**src/rtl/dot_product_sequencer.sv**
```systemverilog
// dot_product_sequencer: drives the shared 16-bit ALU through a
// fetch / multiply / accumulate loop to produce one dot-product element,
// sum over k of A[a_base+k] * B[b_base+k*b_stride].
//
// Handshake: start is a single-cycle request that is accepted only while
// the sequencer is IDLE (busy=0); any start seen while busy is dropped and
// inputs are not re-latched. Completion is signalled by a single-cycle done
// pulse; result takes the accumulated sum on the edge that ends the done
// cycle and holds it until the next accepted start completes.
module dot_product_sequencer #(
    parameter int ADDR_W = 8,
    parameter int LEN_W  = 8
) (
    input  logic              clk,
    input  logic              rst_n,
    input  logic              start,
    input  logic [LEN_W-1:0]  len,
    input  logic [ADDR_W-1:0] a_base,
    input  logic [ADDR_W-1:0] b_base,
    input  logic [ADDR_W-1:0] b_stride,
    output logic              mem_rd_en,
    output logic [ADDR_W-1:0] mem_addr,
    input  logic [15:0]       mem_rdata,
    output logic [15:0]       alu_in1,
    output logic [15:0]       alu_in2,
    output logic [2:0]        alu_op,
    input  logic [15:0]       alu_out,
    output logic              busy,
    output logic              done,
    output logic [15:0]       result
);

    localparam logic [2:0] OP_ADD  = 3'd0;
    localparam logic [2:0] OP_MUL  = 3'd2;
    localparam logic [2:0] OP_PASS = 3'd4;

    typedef enum logic [2:0] {
        S_IDLE    = 3'd0,
        S_FETCH_A = 3'd1,
        S_LOAD_A  = 3'd2,
        S_LOAD_B  = 3'd3,
        S_MUL     = 3'd4,
        S_ACC     = 3'd5,
        S_DONE    = 3'd6
    } state_t;

    // state is kept as a named signal so checkers can bind to it directly
    state_t            state;
    logic [ADDR_W-1:0] a_ptr;
    logic [ADDR_W-1:0] b_ptr;
    logic [ADDR_W-1:0] stride_reg;
    logic [LEN_W-1:0]  len_reg;
    logic [LEN_W-1:0]  cnt;
    logic [15:0]       a_reg;
    logic [15:0]       b_reg;
    logic [15:0]       prod;
    logic [15:0]       acc;
    logic              last_elem;

    assign last_elem = (cnt == len_reg - LEN_W'(1));

    // Sequencer FSM: latches the job on start and walks the five-cycle loop per element
    always_ff @(posedge clk or negedge rst_n) begin
        if (!rst_n) begin
            state      <= S_IDLE;
            a_ptr      <= '0;
            b_ptr      <= '0;
            stride_reg <= '0;
            len_reg    <= '0;
            cnt        <= '0;
            a_reg      <= '0;
            b_reg      <= '0;
            prod       <= '0;
            acc        <= '0;
            result     <= '0;
        end else begin
            case (state)
                S_IDLE: begin
                    if (start) begin
                        len_reg    <= len;
                        a_ptr      <= a_base;
                        b_ptr      <= b_base;
                        stride_reg <= b_stride;
                        cnt        <= '0;
                        acc        <= '0;
                        state      <= (len == '0) ? S_DONE : S_FETCH_A;
                    end
                end
                S_FETCH_A: state <= S_LOAD_A;
                S_LOAD_A: begin
                    a_reg <= mem_rdata;
                    state <= S_LOAD_B;
                end
                S_LOAD_B: begin
                    b_reg <= mem_rdata;
                    state <= S_MUL;
                end
                S_MUL: begin
                    prod  <= alu_out;
                    state <= S_ACC;
                end
                S_ACC: begin
                    acc   <= alu_out;
                    a_ptr <= a_ptr + ADDR_W'(1);
                    b_ptr <= b_ptr + stride_reg;
                    cnt   <= cnt + LEN_W'(1);
                    state <= last_elem ? S_DONE : S_FETCH_A;
                end
                S_DONE: begin
                    result <= acc;
                    state  <= S_IDLE;
                end
                default: state <= S_IDLE;
            endcase
        end
    end

    // Output decode: memory and ALU lines are driven only in the states that use them
    always_comb begin
        mem_rd_en = 1'b0;
        mem_addr  = '0;
        alu_op    = OP_PASS;
        alu_in1   = '0;
        alu_in2   = '0;
        case (state)
            S_FETCH_A: begin
                mem_rd_en = 1'b1;
                mem_addr  = a_ptr;
            end
            S_LOAD_A: begin
                mem_rd_en = 1'b1;
                mem_addr  = b_ptr;
            end
            S_MUL: begin
                alu_op  = OP_MUL;
                alu_in1 = a_reg;
                alu_in2 = b_reg;
            end
            S_ACC: begin
                alu_op  = OP_ADD;
                alu_in1 = acc;
                alu_in2 = prod;
            end
            default: ;
        endcase
    end

    assign busy = (state != S_IDLE);
    assign done = (state == S_DONE);

endmodule
```
**config.mk**
```make
export PLATFORM = sky130hd
export DESIGN_NAME = dot_product_sequencer
export DESIGN_NICKNAME = d
export VERILOG_FILES = /design/src/rtl/dot_product_sequencer.sv
export SDC_FILE = /design/constraint.sdc
export NUM_CORES = 1
export LEC_CHECK = 0
export ABC_AREA = 1
export CORE_ASPECT_RATIO = 0.5
export CORE_MARGIN = 10
export CORE_UTILIZATION = 40
export DETAILED_ROUTE_END_ITERATION = 10
export GPL_ROUTABILITY_DRIVEN = 0
export PLACE_DENSITY = 0.66
export SLEW_MARGIN = 20
export SYNTH_ARGS = -nofsm -noshare
export SYNTH_HDL_FRONTEND = slang
export SYNTH_SLANG_ARGS = --single-unit
```
**constraint.sdc**
```tcl
create_clock -name clk -period 3.9 [get_ports clk]
set_input_delay 0.78 -clock clk [delete_from_list [all_inputs] [get_ports clk]]
set_output_delay 0.78 -clock clk [all_outputs]
set_load 0.05 [all_outputs]
```
Word level (Yosys, flattened, before mapping)
Cells that the tools add are included.
- flip-flop bits (word level): 123
- bits of input ports: 67
- output and inout bits: 62
- add/sub/neg operators: 4
- eq/ne operators: 8
- mux-type cells: 17
- reduce and logical (&&, ||, !) cells: 7
- operator list (operator ; number):
    case mux 16 bit (2 select lines) ; 3
    case mux 8 bit (2 select lines) ; 4
    two-way mux 8 bit ; 3
    case mux 3 bit (6 select lines) ; 1
    adder 8 x 1 -> 8 bit, second input constant ; 2
    two-way mux 16 bit ; 1
    == test 3 bit, second input constant ; 3
    two-way mux 3 bit ; 3
    adder 8 bit ; 1
    == test 8 bit ; 1
    zero test 8 bit ; 1
    subtractor 8 x 1 -> 8 bit, second input constant ; 1
    == test 3 x 2 -> 1 bit, second input constant ; 2
    case mux 3 bit (2 select lines) ; 1
    AND reduction 2 bit ; 2
    == test 3 x 1 -> 1 bit, second input constant ; 1
    zero test 3 bit ; 1
    nonzero test 3 bit ; 1
    != test 2 bit, second input constant ; 1
    nonzero test 2 bit ; 1
    OR reduction 2 bit ; 1
    two-way mux 1 bit ; 1

Logic depth before layout (Yosys ltp)
- depth after elaboration: 4
- gate-level depth with buffers: 14
- gate-level depth less buffers: 14

Worst setup path after synthesis
OpenSTA, ideal clock, no wires.
- kind: flip-flop to output port
- start: register state[0]
- end: output port alu_in1[10]
- arrival: 2.109 ns
- path slack: 1.011 ns
- stages on the path, launching flop included: 6
- buffers on the path: 1
- cells stage by stage: dfrtp_1 inv_2 nor3_4 inv_2 clkbuf_1 o21ai_0
- cells in the longest elaborated chain, start to end: 2
- elaborated cells on any way between the ends: 3
- classes of those cells: 2 x eq/ne; 1 x mux
- ends and longest elaborated chain (element ; RTL line ; source):
    start: declaration ; 48 ; state_t state;
    start signal: assignment ; 86 ; state <= (len == '0) ? S_DONE : S_FETCH_A;
    start signal: assignment ; 107 ; state <= last_elem ? S_DONE : S_FETCH_A;
    == test 3 bit ; 125 ; case (state)
    case mux 16 bit (2 select lines) (*) ; 125 ;
    end: declaration ; 24 ; output logic [15:0] alu_in1,
Mark *: on every way between the ends. The rest lies on a longest branch, timed or not.

Final worst setup path
- start: register state[0]
- end: output port mem_addr[7]
- cells in the longest elaborated chain, start to end: 2
- elaborated cells on any way between the ends: 3
- classes of those cells: 2 x eq/ne; 1 x mux
- ends and longest elaborated chain (element ; RTL line ; source):
    == test 3 x 2 -> 1 bit / == test 3 x 1 -> 1 bit (equally long branches) ; 125 ;
    case mux 8 bit (2 select lines) (*) ; 125 ;
    end: declaration ; 22 ; output logic [ADDR_W-1:0] mem_addr,
Marks and branches as above.

==> summary.md <==
| Metric | Value |
|---|---|
| Run status | completed |
| Average cell area after synthesis | ~8.3 µm² |
| Setup WS post-layout | 0.353 ns |
| H-tree Lvls | 4 |
| Buffer and inverter count on the worst path | 2 |
| Maximum fanout along the worst path | 37 |
| PD cells | roughly 800 nW/µm² |
| Post-synth top area share | 0.522 |
| Worst skew pair latency | just over 0.4 ns |
| CP top delay family | buffers and inverters |
| Primary FF master, synth | dfrtp_1 |
| Kind of critical path | flip-flop to output pin |
| VDD IR max | between 300 and 400 µV |
| NumNets Final | roughly 900 |
| Tightest Pin Transition | 0.860 ns |
| CP arrival | roughly 2.8 ns |
| R2r startpoint | state[0] |
| Core Region | 14500 µm² |
| Final ANT Viol Nets | 0 |
| Post-DP HPWL | roughly 12000 µm |
| Commonest cells post-synth | 191 x nand2_1, 123 x dfrtp_1, 102 x o21ai_0 |
| RSZ-0062 raised after global routing | false |
| Row Count | 31 |
| Clk buf depth | 2 |
| Mapped cell area | a little under 6000 µm² |
| Ant. Diodes | 0 |
| Crit path largest cell delay | ~0.84 ns |
| Final setup TNS | 0 ns |
| # clock sinks | 123 |
| Synth unique cells | 38 |
| WP depth | 4 |
| 1st-iter DRT viols | approximately 340 |
| Setup violators final | 0 |
| Port-buffer cells | 127 |
| Synth async-reset ratio | 1.00 |
| Slowest-stage cell, CP | clkdlybuf4s50_1 |
| Crit end category | output pin |
| I/O pin total | roughly 130 |
| Root Buffer Master | clkbuf_16 |
| Layout cells sized above 1 | 0.0979 |
| Final non-filler cell total | about 1000 |
| Syn_nets | 792 |
| CTS Buf Count | 17 |
| Internal cell power | between 3 and 4 mW |
| Top cells by area, synth | dfrtp_1 52%, nand2_1 12%, o21ai_0 8.7% |
| Fmax | ~0.28 GHz |
| Path type of the worst min-delay path | primary input to asynchronous set/reset pin |
| Starting Density | 0.408 |
| Leading area contributor after synthesis | dfrtp_1 |
| DRC viols | 0 |
| Fin Hold WS | roughly 0.24 ns |
| Sequential share of the synthesized area | 0.522 |
| P&R area growth vs syn | 36.1% |
| Sequential power share | 0.333 |
| Slew Limit Fails | 0 |
| Power share of the combinational group | 0.430 |
| Net Switching | approximately 2.8 mW |
| First-pass GRT wire length | roughly 28000 µm |
| Synth Warn # | 0 |
| Via density | between 4 and 5 |
| DP Cell Count | 1014 |
| Drt first pass iters | 5 |
| Reg2reg end | b_ptr[1] |
| Post-synth EDFFs | 0 |
| Routed len/inst | about 16 µm |
| Leak | ~3.8 nW |
| Hold Violations, Final | 0 |
| Max-Slew Margin vs Limit | 0.426 |
| Die Y | ~110 µm |
| Crit path time final | 3.55 ns |
| Clock-pin transition on the worst setup and hold timing paths | 0.06 ns |
| R2R depth | 7 |
| Setup slack, reg-to-reg | between 1 and 1.5 ns |
| GRT Overall Usage | 0.169 |
| Maxcap violations | 0 |
| Pre-CTS setup slack | between 0.8 and 0.9 ns |
| Initial antenna violation count | 0 |
| Most frequent cell after synthesis | nand2_1 |
| Post-CTS setup repair buffer count | 0 |
| Clock share of power | 0.236 |
| Vias in the first global route | between 5000 and 6000 |
| Total grt overflow | 0 |
| Crit path required time | 3.12 ns |
| Syn Inst Count | ~710 |
| Final cycle utilization of the critical path | 0.909 |
| Worst clock skew | between 0.006 and 0.007 ns |
| Die W | between 150 and 200 µm |
| WL final | 16900 µm |
| CTS resizes | 0 |
| CTS tree | built |
| Crit path capture | mem_addr[7] |
| Die area | roughly 20000 µm² |
| DR vias | 5147 |
| Largest net degree at the start of global routing | around 110 |
| CP Cell Sequence | nor3_2, inv_2, o22ai_1, clkdlybuf4s50_1 |
| Seq cells post-synth | ~120 |
| Startpoint types | flip-flop |
| Sw Ratio | 0.429 |
| CP Launch Point | state[0] |
| Hold Buf Count CTS | 0 |
[stage by stage]
step / util / area [µm²] / power (mW)
after CTS: 0.554 / 8020 / 6.50
after detailed placement: 0.515 / 7450 / 4.96
after global placement: 0.515 / 7450 / 4.88
final: 0.555 / 8030 / 6.47
after global routing: 0.555 / 8030 / 6.93
after floorplan: - / 5900 / 4.05
[placed cells by master (no fill, tap or decap), types with 4 or more instances in the layout]
cell,instances
o21ai_0,102
clkbuf_16,17
o21ai_1,6
nand3_1,20
o221ai_1,4
buf_4,24
ha_1,10
inv_1,101
nor2_1,27
dfrtp_1,123
clkdlybuf4s50_1,92
o22ai_1,27
inv_2,6
buf_12,17
a21oi_1,12
nor3_1,6
xor2_1,7
nand2_1,191
a22o_1,16
[how the worst min path moves through the flow]
stage	cells past startpoint	slack (ns)	to	startpoint
floorplan	2	0.45	stride_reg[0]	stride_reg[0]
global placement	2	0.46	stride_reg[3]	stride_reg[3]
detailed placement	2	0.47	stride_reg[3]	stride_reg[3]
CTS	1	0.23	len_reg[0]	rst_n
global route	1	0.24	len_reg[0]	rst_n
finish	1	0.24	len_reg[0]	rst_n
[per-layer routing]
layer	vias to the layer above	GRT usage	share of wire
met5	-	0	0
met4	0	0.0576	0.013
met3	20	0.0336	0.038
met2	120	0.276	0.47
met1	2443	0.219	0.47
li1	2564	-	-
[cell families after synthesis]
logic type               share of synthesized area
other                                     0.000636
AO/OA/AOI/OAI                                0.171
buffers and inverters                       0.0921
adder cells (fa/ha/maj)                     0.0246
AND/OR/NAND/NOR                              0.175
XOR/XNOR                                    0.0149
flip-flops                                   0.522
[final cells by class]
cell class / instances / area (µm²)
fillers: 1296 / 6440
flip-flops and latches: 123 / 3080
multi-input cells: 452 / 2280
repair buffers: 133 / 1440
clock buffers: 20 / 457
inverters: 108 / 405
well taps: 198 / 248
clock inverters: 12 / 115
[power groups by stage]
stage,Sequential (mW),Combinational [mW],Clock [mW]
after floorplan,2.21,1.84,0
after global placement,2.15,2.73,0
after detailed placement,2.16,2.80,0
after CTS,2.15,2.81,1.54
after global routing,2.23,3.10,1.60
final,2.16,2.78,1.53
No activity file was read; power rests on OpenSTA's default activity.
